==> config.mk <==
export PLATFORM = sky130hd
export DESIGN_NAME = game_state_ctrl
export DESIGN_NICKNAME = d
export VERILOG_FILES = /design/src/rtl/game_state_ctrl.sv
export SDC_FILE = /design/constraint.sdc
export NUM_CORES = 1
export LEC_CHECK = 0
export BUFFER_PORTS_ARGS = -buffer_cell sky130_fd_sc_hd__buf_4
export CORE_UTILIZATION = 30
export DETAILED_ROUTE_END_ITERATION = 8
export HOLD_SLACK_MARGIN = 0.02
export PLACE_DENSITY = 0.43
export RECOVER_POWER = 100
export SYNTH_ARGS = -nofsm -noshare
export SYNTH_HDL_FRONTEND = slang
export SYNTH_SLANG_ARGS = --single-unit
==> constraint.sdc <==
create_clock -name clk -period 2.7 [get_ports clk]
set_input_delay 0.135 -clock clk [delete_from_list [all_inputs] [get_ports clk]]
set_output_delay 0.135 -clock clk [all_outputs]
set_load 0.01 [all_outputs]
==> src/rtl/game_state_ctrl.sv <==
// game_state_ctrl
//   Game-flow controller and score/lives keeper feeding the scoreboard
//   generator. Raw playfield event levels are registered, rising-edge
//   detected and turned into single-count BCD score and lives updates.
//   Phases (IDLE, SERVE, PLAY, GAMEOVER) are timed in video frames counted
//   from vsync.
//
// Ports
//   clk           pixel clock
//   reset         asynchronous, active-high
//   vsync         vsync from the sync generator
//   start_btn     start request level (synchronous to clk)
//   score_evt     scoring collision level from playfield
//   miss_evt      ball-lost level from playfield
//   score0/1      BCD ones / tens digit
//   lives         remaining lives, binary 0..9
//   ball_enable   high only in PLAY
//   serve_active  high only in SERVE
//   game_over     high only in GAMEOVER
module game_state_ctrl #(
    parameter int unsigned START_LIVES     = 3,
    parameter int unsigned SERVE_FRAMES    = 60,
    parameter int unsigned GAMEOVER_FRAMES = 180,
    parameter logic        VSYNC_ACTIVE    = 1'b0
) (
    input  logic       clk,
    input  logic       reset,
    input  logic       vsync,
    input  logic       start_btn,
    input  logic       score_evt,
    input  logic       miss_evt,
    output logic [3:0] score0,
    output logic [3:0] score1,
    output logic [3:0] lives,
    output logic       ball_enable,
    output logic       serve_active,
    output logic       game_over
);

    typedef enum logic [1:0] {
        ST_IDLE,
        ST_SERVE,
        ST_PLAY,
        ST_GAMEOVER
    } state_t;

    localparam logic [3:0] LIVES_INIT = 4'(START_LIVES);
    localparam logic [7:0] SERVE_LEN  = 8'(SERVE_FRAMES);
    localparam logic [7:0] GO_LEN     = 8'(GAMEOVER_FRAMES);

    // Two register stages per input: the first samples the raw level, the
    // second holds the previous sample. Edges are taken between them, so an
    // update lands one clk after the edge is sampled.
    logic       vs_q, vs_prev_q;
    logic       start_q, start_prev_q;
    logic       score_q, score_prev_q;
    logic       miss_q, miss_prev_q;

    state_t     state_q, state_d;
    logic [7:0] cnt_q, cnt_d;
    logic [3:0] score0_q, score0_d;
    logic [3:0] score1_q, score1_d;
    logic [3:0] lives_q, lives_d;
    logic       ball_q, serve_q, go_q;

    logic       frame_tick, start_pulse, score_pulse, miss_pulse;
    logic [7:0] cnt_inc;

    assign frame_tick  = (vs_q == VSYNC_ACTIVE) && (vs_prev_q != VSYNC_ACTIVE);
    assign start_pulse = start_q & ~start_prev_q;
    assign score_pulse = score_q & ~score_prev_q;
    assign miss_pulse  = miss_q  & ~miss_prev_q;
    assign cnt_inc     = cnt_q + 8'd1;

    always_comb begin
        state_d  = state_q;
        cnt_d    = cnt_q;
        score0_d = score0_q;
        score1_d = score1_q;
        lives_d  = lives_q;

        case (state_q)
            ST_IDLE, ST_GAMEOVER: begin
                if (start_pulse) begin
                    // A start in GAMEOVER restarts exactly as from IDLE.
                    score0_d = 4'd0;
                    score1_d = 4'd0;
                    lives_d  = LIVES_INIT;
                    cnt_d    = 8'd0;
                    state_d  = ST_SERVE;
                end else if (state_q == ST_GAMEOVER && frame_tick) begin
                    if (cnt_inc == GO_LEN) begin
                        cnt_d   = 8'd0;
                        state_d = ST_IDLE;
                    end else begin
                        cnt_d = cnt_inc;
                    end
                end
            end

            ST_SERVE: begin
                if (frame_tick) begin
                    if (cnt_inc == SERVE_LEN) begin
                        cnt_d   = 8'd0;
                        state_d = ST_PLAY;
                    end else begin
                        cnt_d = cnt_inc;
                    end
                end
            end

            ST_PLAY: begin
                if (score_pulse) begin
                    // Saturate at 99; digits stay within 0..9.
                    if (score0_q == 4'd9) begin
                        if (score1_q != 4'd9) begin
                            score0_d = 4'd0;
                            score1_d = score1_q + 4'd1;
                        end
                    end else begin
                        score0_d = score0_q + 4'd1;
                    end
                end
                // A miss with no lives left cannot happen; guard anyway.
                if (miss_pulse && lives_q != 4'd0) begin
                    lives_d = lives_q - 4'd1;
                    cnt_d   = 8'd0;
                    state_d = (lives_q == 4'd1) ? ST_GAMEOVER : ST_SERVE;
                end
            end

            default: state_d = ST_IDLE;
        endcase
    end

    always_ff @(posedge clk or posedge reset) begin
        if (reset) begin
            vs_q         <= ~VSYNC_ACTIVE;
            vs_prev_q    <= ~VSYNC_ACTIVE;
            start_q      <= 1'b0;
            start_prev_q <= 1'b0;
            score_q      <= 1'b0;
            score_prev_q <= 1'b0;
            miss_q       <= 1'b0;
            miss_prev_q  <= 1'b0;
            state_q      <= ST_IDLE;
            cnt_q        <= 8'd0;
            score0_q     <= 4'd0;
            score1_q     <= 4'd0;
            lives_q      <= LIVES_INIT;
            ball_q       <= 1'b0;
            serve_q      <= 1'b0;
            go_q         <= 1'b0;
        end else begin
            vs_q         <= vsync;
            vs_prev_q    <= vs_q;
            start_q      <= start_btn;
            start_prev_q <= start_q;
            score_q      <= score_evt;
            score_prev_q <= score_q;
            miss_q       <= miss_evt;
            miss_prev_q  <= miss_q;
            state_q      <= state_d;
            cnt_q        <= cnt_d;
            score0_q     <= score0_d;
            score1_q     <= score1_d;
            lives_q      <= lives_d;
            // Flags decoded from the next state so they track state_q exactly.
            ball_q       <= (state_d == ST_PLAY);
            serve_q      <= (state_d == ST_SERVE);
            go_q         <= (state_d == ST_GAMEOVER);
        end
    end

    assign score0       = score0_q;
    assign score1       = score1_q;
    assign lives        = lives_q;
    assign ball_enable  = ball_q;
    assign serve_active = serve_q;
    assign game_over    = go_q;

endmodule

==> results of run 1 <==
## metal layers
| layer | global-route usage | share of wire | vias to the layer above |
|---|---|---|---|
| li1 | - | - | 726 |
| met1 | 0.1733 | 0.48 | 673 |
| met2 | 0.2125 | 0.46 | 28 |
| met3 | 0.04333 | 0.038 | 10 |
| met4 | 0.06250 | 0.022 | 0 |
| met5 | 0 | 0 | - |
## report_power, final
part / switching, mW / internal, mW / leakage [nW] / total (mW)
Sequential: 0.0548 / 0.542 / 0.423 / 0.597
Clock: 0.179 / 0.274 / 0.0552 / 0.452
Combinational: 0.230 / 0.145 / 0.491 / 0.374
Total: 0.463 / 0.960 / 0.969 / 1.42
## cell usage in the layout, fill, tap and decap left out, types with 2 or more instances in the layout
| cell type | n |
|---|---|
| sky130_fd_sc_hd__buf_4 | 3 |
| sky130_fd_sc_hd__dfrtp_1 | 29 |
| sky130_fd_sc_hd__nand2b_1 | 7 |
| sky130_fd_sc_hd__o21ai_1 | 3 |
| sky130_fd_sc_hd__nand3_1 | 7 |
| sky130_fd_sc_hd__a22oi_1 | 2 |
| sky130_fd_sc_hd__and2_1 | 2 |
| sky130_fd_sc_hd__ha_1 | 10 |
| sky130_fd_sc_hd__nand4b_1 | 2 |
| sky130_fd_sc_hd__and3_1 | 2 |
| sky130_fd_sc_hd__o21ai_0 | 12 |
| sky130_fd_sc_hd__nor3_1 | 5 |
| sky130_fd_sc_hd__mux2i_1 | 3 |
| sky130_fd_sc_hd__and3b_1 | 2 |
| sky130_fd_sc_hd__o22ai_1 | 3 |
| sky130_fd_sc_hd__nor2b_1 | 3 |
| sky130_fd_sc_hd__mux2_2 | 2 |
| sky130_fd_sc_hd__a22o_1 | 3 |
| sky130_fd_sc_hd__dlygate4sd3_1 | 5 |
| sky130_fd_sc_hd__o21ai_2 | 2 |
| sky130_fd_sc_hd__clkbuf_8 | 5 |
| sky130_fd_sc_hd__dfstp_1 | 3 |
| sky130_fd_sc_hd__a21oi_1 | 6 |
| sky130_fd_sc_hd__clkbuf_4 | 5 |
| sky130_fd_sc_hd__o2bb2ai_1 | 2 |
| sky130_fd_sc_hd__nand3b_1 | 3 |
| sky130_fd_sc_hd__nor2_1 | 12 |
| sky130_fd_sc_hd__nand2b_4 | 2 |
| sky130_fd_sc_hd__nand2_1 | 15 |
| sky130_fd_sc_hd__xor2_1 | 2 |
| sky130_fd_sc_hd__clkbuf_1 | 15 |
| sky130_fd_sc_hd__inv_1 | 14 |
## cell type report
type / instances / share of cell area
Clock buffer: 6 / 0.03284
Clock inverter: 2 / 0.01586
Inverter: 14 / 0.02378
Multi-Input combinational cell: 137 / 0.4354
Sequential cell: 33 / 0.3760
Tap cell: 75 / 0.04247
Timing Repair Buffer: 27 / 0.07361
## critical path, stage by stage, from the launching register on
cell                       delay [ps]
sky130_fd_sc_hd__dfstp_1          610
sky130_fd_sc_hd__inv_1             90
sky130_fd_sc_hd__ha_1             230
sky130_fd_sc_hd__nor3b_4          170
sky130_fd_sc_hd__nor2_4           200
sky130_fd_sc_hd__o22ai_2          210
sky130_fd_sc_hd__nand2b_1         280
sky130_fd_sc_hd__o311ai_0         350
## state kept, by name (all words and copies together) (netlist names)
signal and flops:
miss_prev_q 1, vs_q 1, serve_active 1, state_q 2
score0 4, lives 4, ball_enable 1, score_q 1
score1 4, miss_q 1, score_prev_q 1, start_prev_q 1
game_over 1, cnt_q 8, start_q 1, vs_prev_q 1
## final timing paths
path / slack (ps) / to
max: 440 / cnt_q[5]$_DFFE_PP0P_
min: 370 / vs_prev_q$_DFF_PP1_
max reg2reg: 440 / cnt_q[5]$_DFFE_PP0P_
min reg2reg: 370 / vs_prev_q$_DFF_PP1_
max in group asynchronous: 1850 / vs_prev_q$_DFF_PP1_
min in group asynchronous: 490 / score0[1]$_DFFE_PP0P_
## through the flow
stage	util	instance area (µm²)
floorplan	-	1892
global placement	0.3548	2126
detailed placement	0.3548	2126
CTS	0.3812	2283
global route	0.3688	2210
finish	0.3688	2210
## logic make-up after synthesis
logic type | share of synthesized area
flops | 0.4392
buf+inv | 0.04100
xor+xnor | 0.01389
mux | 0.02778
compound gates | 0.1713
fa+ha+maj | 0.06614
simple gates | 0.2407
==> impl_summary.txt, run 1 <==
----------------------------------------------------
[STA]
  Final min period ... about 2300 ps
  Worst slew slack as a fraction of its limit ... 0.6609
  WHS ... 374.0 ps
  Fin Setup TNS ... 0 ps
  Top achievable clock speed ... 441.7 MHz
  Final Worst Setup Slack ... ~440 ps
  Final clock skew ... between 10 and 15 ps
  RSZ-0062 raised after global routing ... false
  Fin. Hold Viols ... 0
  Period utilisation layout ... 0.8385
  Slew at the pin with the worst max-slew slack ... between 500 and 600 ps
  Pins Over Slew Limit ... 0
  Setup violation total in the final timing report ... 0

[Drt]
  Routed Antenna Nets ... 0
  Iteration count of the initial detailed-routing pass ... 4
  WL per Instance ... about 14 µm
  Count of routing violations after the opening detailed-route iteration ... between 60 and 70
  Vias ... between 1000 and 1500
  Final Routed Wirelength ... 4005 µm
  Vias/cell ... between 4 and 5
  Post-route DRC ... 0

[Clock tree]
  Max Buffers Root-to-Sink ... 2
  Hold-fix buffers at CTS ... 5
  Post-CTS resize count ... 0
  Count of H-tree levels built during CTS ... 2
  CTS root buf ... sky130_fd_sc_hd__clkbuf_8
  Clock insertion delay at the later pin of the skew report ... just under 300 ps
  TritonCTS Buffers ... 5
  Clock-pin slew on the worst setup and hold paths ... approximately 70 ps
  Number of clock sinks seen by CTS ... 33
  Number of post-CTS setup repair buffers ... 0
  TritonCTS clock tree ... yes

[Yosys]
  Flops & latches, synth ... 33
  EDFF count, synth ... 0
  Synthesized netlist cell count ... ~190
  Synth Net Count ... between 200 and 250
  Post-synth top cells ... sky130_fd_sc_hd__dfrtp_1 (29), sky130_fd_sc_hd__nand2_1 (15), sky130_fd_sc_hd__inv_1 (14)
  Fraction of registers with async set or reset after synthesis ... 1.000
  Count of yosys warnings during synthesis ... 0
  Mean area per synthesized cell ... between 10 and 15 µm²
  Sequential-to-total area share from yosys stat ... 0.4392
  Number of distinct library cells after synthesis ... between 50 and 60
  Leading post-synthesis cells by cell area ... sky130_fd_sc_hd__dfrtp_1 (38%), sky130_fd_sc_hd__ha_1 (6.6%), sky130_fd_sc_hd__dfstp_2 (5.6%)
  Synthesized area ... between 1500 and 2000 µm²
  Most repeated cell in the gate-level netlist after synthesis ... sky130_fd_sc_hd__dfrtp_1
  Primary FF master, synth ... sky130_fd_sc_hd__dfrtp_1
  Area fraction of the dominant cell type after synthesis ... 0.3836
  Post-synth top area cell ... sky130_fd_sc_hd__dfrtp_1

[Pwr]
  Power after layout ... around 1.4 mW
  Standby leakage power ... ~0.97 nW
  Power density relative to cell area ... about 640 nW/µm²
  Highest ir drop seen on vdd ... between 0.2 and 0.25 mV

[GRT]
  Vias in the first global route ... about 1500
  Maximum number of pins on one net before global-route repair ... 34
  Overflow after GRT ... 0
  First-pass GRT wire length ... between 6000 and 7000 µm
  Antenna violations before repair ... 0
  GRT Util Overall ... 0.1371

[Setup path]
  Endpoint arrival time on the critical path ... 2420 ps
  Launching point of the worst reg2reg path ... lives[0]$_DFFE_PP1P_
  Category of the worst setup path capture point ... flip-flop
  Worst endpoint required time ... 2860 ps
  Worst setup SP type ... flip-flop
  R2R cell count ... 7
  Kind of critical path ... reg2reg
  Highest fanout seen on the critical path ... 12
  Crit path from ... lives[0]$_DFFE_PP1P_

[Place]
  Number of port buffers ... 20
  Detailed placement HPWL ... slightly below 3000 µm
  Pre-CTS setup slack ... around 590 ps
  Placed Cells incl. Taps ... ~280
  Placer's final routability congestion estimate ... about 0.78

[Status]
  Run status ... finished, final reports clean

[Final layout]
  Share of cells above drive strength 1 ... 0.1370
  Non-filler instance count after layout ... roughly 300
  Layout Area Growth over Synthesis ... 16.80%
  Count of nets after finishing ... roughly 230
  Number of antenna cells inserted ... 0
  Storage cell area ... slightly above 800 µm²
  Fill cell instance count of the final layout ... between 600 and 700
  Combined area of the multi-input logic cells ... just under 1000 µm²

[Worst hold path]
  Worst Hold Path Cells ... 0
  Origin of the worst min-delay path ... vs_q$_DFF_PP1_
  Worst min-delay path category ... reg2reg

[Run]
  Max-capacitance violation count ... 0

[Floorplan]
  Initial Utilization ... 0.3158
  Core Footprint ... around 6000 µm²
  Num rows ... 28
  Die outline height ... 81.41 µm
  IO Count ... 21
  Die X ... 81.41 µm
  Overall die area ... approximately 6600 µm²

----------------------------------------------------
No activity file was read; power rests on OpenSTA's default activity.
==> run 2: changes to the inputs <==
Clock period 2.7 ns to 2.4 ns, I/O delays scaled along.
==> run 2 against run 1 <==
Design area grew 0.79%. Power grew 13%. Clock power grew 9.5%. Worst setup slack lost 170 ps. Non-clock buffer count grew 1. Die area is the same. Sequential cell count is the same. Routed wire length shrank 1.5%. Sequential share of layout area shrank 0.30 points. Register-to-register slack lost 170 ps. Core utilization grew 0.29 points. Clock skew is essentially flat. Critical path type unchanged. Largest cell class unchanged. Highest routed layer unchanged.
==> impl_summary.txt, run 2 (same netlist as run 1, synthesis figures left out) <==
----------------------------------------------------
[Status]
  Run status ... finished, final reports clean

[STA]
  Fin. Hold Viols ... 0
  Final Worst Setup Slack ... 266.4 ps
  Fin Setup TNS ... 0 ps
  Slew at the pin with the worst max-slew slack ... approximately 1200 ps
  Final min period ... roughly 2100 ps
  Worst slew slack as a fraction of its limit ... 0.1740
  Period utilisation layout ... 0.8890
  RSZ-0062 raised after global routing ... false
  Top achievable clock speed ... approximately 470 MHz
  WHS ... roughly 380 ps
  Final clock skew ... between 10 and 15 ps
  Setup violation total in the final timing report ... 0
  Pins Over Slew Limit ... 0

[GRT]
  Antenna violations before repair ... 0
  First-pass GRT wire length ... between 6000 and 7000 µm
  GRT Util Overall ... 0.1373
  Overflow after GRT ... 0
  Maximum number of pins on one net before global-route repair ... 23
  Vias in the first global route ... between 1000 and 1500

[Clock tree]
  Clock insertion delay at the later pin of the skew report ... approximately 280 ps
  TritonCTS Buffers ... 5
  Max Buffers Root-to-Sink ... 2
  Number of clock sinks seen by CTS ... 33
  TritonCTS clock tree ... yes
  Number of post-CTS setup repair buffers ... 0
  Clock-pin slew on the worst setup and hold paths ... ~60 ps
  Post-CTS resize count ... 0
  Count of H-tree levels built during CTS ... 2
  CTS root buf ... sky130_fd_sc_hd__clkbuf_8

[Drt]
  Final Routed Wirelength ... between 3000 and 4000 µm
  Post-route DRC ... 0
  Vias ... 1457
  Iteration count of the initial detailed-routing pass ... 4
  Routed Antenna Nets ... 0
  Vias/cell ... just under 5
  Count of routing violations after the opening detailed-route iteration ... 75
  WL per Instance ... 13.41 µm

[Pwr]
  Highest ir drop seen on vdd ... 0.4253 mV
  Power density relative to cell area ... between 700 and 800 nW/µm²
  Standby leakage power ... roughly 1 nW

[Floorplan]
  Die X ... a little over 80 µm
  Initial Utilization ... 0.3158
  Die outline height ... just over 80 µm
  Core Footprint ... ~6000 µm²
  Num rows ... 28
  Overall die area ... 6628 µm²
  IO Count ... 21

[Final layout]
  Commonest non-fill, non-tap cell in the layout ... sky130_fd_sc_hd__dfrtp_1
  Final Cell Area ... 2227 µm²
  Most frequent cells in the layout ... sky130_fd_sc_hd__dfrtp_1 (29), sky130_fd_sc_hd__nand2_1 (15), sky130_fd_sc_hd__inv_1 (14), sky130_fd_sc_hd__o21ai_0 (14), sky130_fd_sc_hd__clkbuf_1 (14)
  Register containing the most flip-flops in the final layout ... cnt_q
  Number of antenna cells inserted ... 0
  Count of nets after finishing ... about 240
  Layout Area Growth over Synthesis ... 17.73%
  Share of cells above drive strength 1 ... 0.1507
  Flip-flop count of the largest register after layout ... 8

[Setup path]
  Slowest stage cell, crit path ... sky130_fd_sc_hd__dfstp_1
  Setup slack on the worst flop-to-flop path ... roughly 270 ps
  Category of the worst setup path capture point ... flip-flop
  Worst setup SP type ... flip-flop
  Worst endpoint required time ... about 2600 ps
  Launching point of the worst reg2reg path ... lives[0]$_DFFE_PP1P_
  Endpoint arrival time on the critical path ... between 2000 and 2500 ps
  Critical path, cell by cell ... inv_1, ha_1, nor3b_4, nor2_4, o22ai_2, nand2b_4, o311ai_1
  FF-to-FF End ... cnt_q[5]$_DFFE_PP0P_
  Largest delay contributor family on the critical path ... flip-flops
  Biggest cell delay along the critical path ... ~610 ps
  Highest fanout seen on the critical path ... 12
  CP Buf/Inv Count ... 1
  Kind of critical path ... reg2reg
  R2R cell count ... 7

[Worst hold path]
  End point of the worst hold path ... score_prev_q$_DFF_PP0_
  Worst Hold Path Cells ... 0
  Origin of the worst min-delay path ... score_q$_DFF_PP0_
  Worst min-delay path category ... reg2reg

[Place]
  Placer's final routability congestion estimate ... around 0.79
  Pre-CTS setup slack ... approximately 350 ps
  Number of port buffers ... 20
  Placement-stage cell area ... approximately 2100 µm²
  Detailed placement HPWL ... ~3000 µm

[Run]
  Max-capacitance violation count ... 0

----------------------------------------------------
-- run 2: how the worst max path moves through the flow --
| stage | start | to | slack, ps | depth (start not counted) |
|---|---|---|---|---|
| finish | lives[0]$_DFFE_PP1P_ | cnt_q[5]$_DFFE_PP0P_ | 270 | 7 |
| global placement | state_q[0]$_DFF_PP0_ | cnt_q[5]$_DFFE_PP0P_ | 390 | 6 |
| global route | reset | ball_enable$_DFF_PP0_ | 90 | 4 |
| floorplan | state_q[0]$_DFF_PP0_ | score0[0]$_DFFE_PP0P_ | 510 | 7 |
| CTS | lives[0]$_DFFE_PP1P_ | cnt_q[5]$_DFFE_PP0P_ | 330 | 7 |
| detailed placement | lives[0]$_DFFE_PP1P_ | cnt_q[5]$_DFFE_PP0P_ | 350 | 7 |
-- run 2: cell type report --
class,count,area [µm²]
sequential,33,830.8
inverter,14,52.55
tap,75,93.84
clock buffer,5,68.82
multi-input combinational,137,975.9
fill,611,3764
timing repair buffer,28,170.2
clock inverter,2,35.03
-- run 2: where the power goes --
group	switching, mW	total [mW]	internal (mW)
combinational	0.271	0.449	0.178
sequential	0.0565	0.666	0.610
clock	0.193	0.495	0.302
-- run 2: per-stage QoR --
| stage | std cells | utilization | power (mW) |
|---|---|---|---|
| floorplan | 188 | - | 1.030 |
| global placement | 282 | 0.3561 | 1.128 |
| detailed placement | 282 | 0.3561 | 1.134 |
| CTS | 294 | 0.3818 | 1.649 |
| global route | 294 | 0.3718 | 1.720 |
| finish | 294 | 0.3718 | 1.610 |
-- run 2: per-layer routing --
metal  vias up  wire length [µm]  global-route usage  part of all wire
met5         -                 0                   0                 0
met4         0                41             0.04821             0.010
met3         4               107             0.03778             0.027
met2        16              1839              0.2133              0.47
met1       706              1957              0.1820              0.50
li1        731                 -                   -                 -
-- run 2: what timing repair did --
item                       4_1_cts  5_1_grt
hold buffers                     5        0
setup endpoints to repair        0        0
hold endpoints to repair        13        0
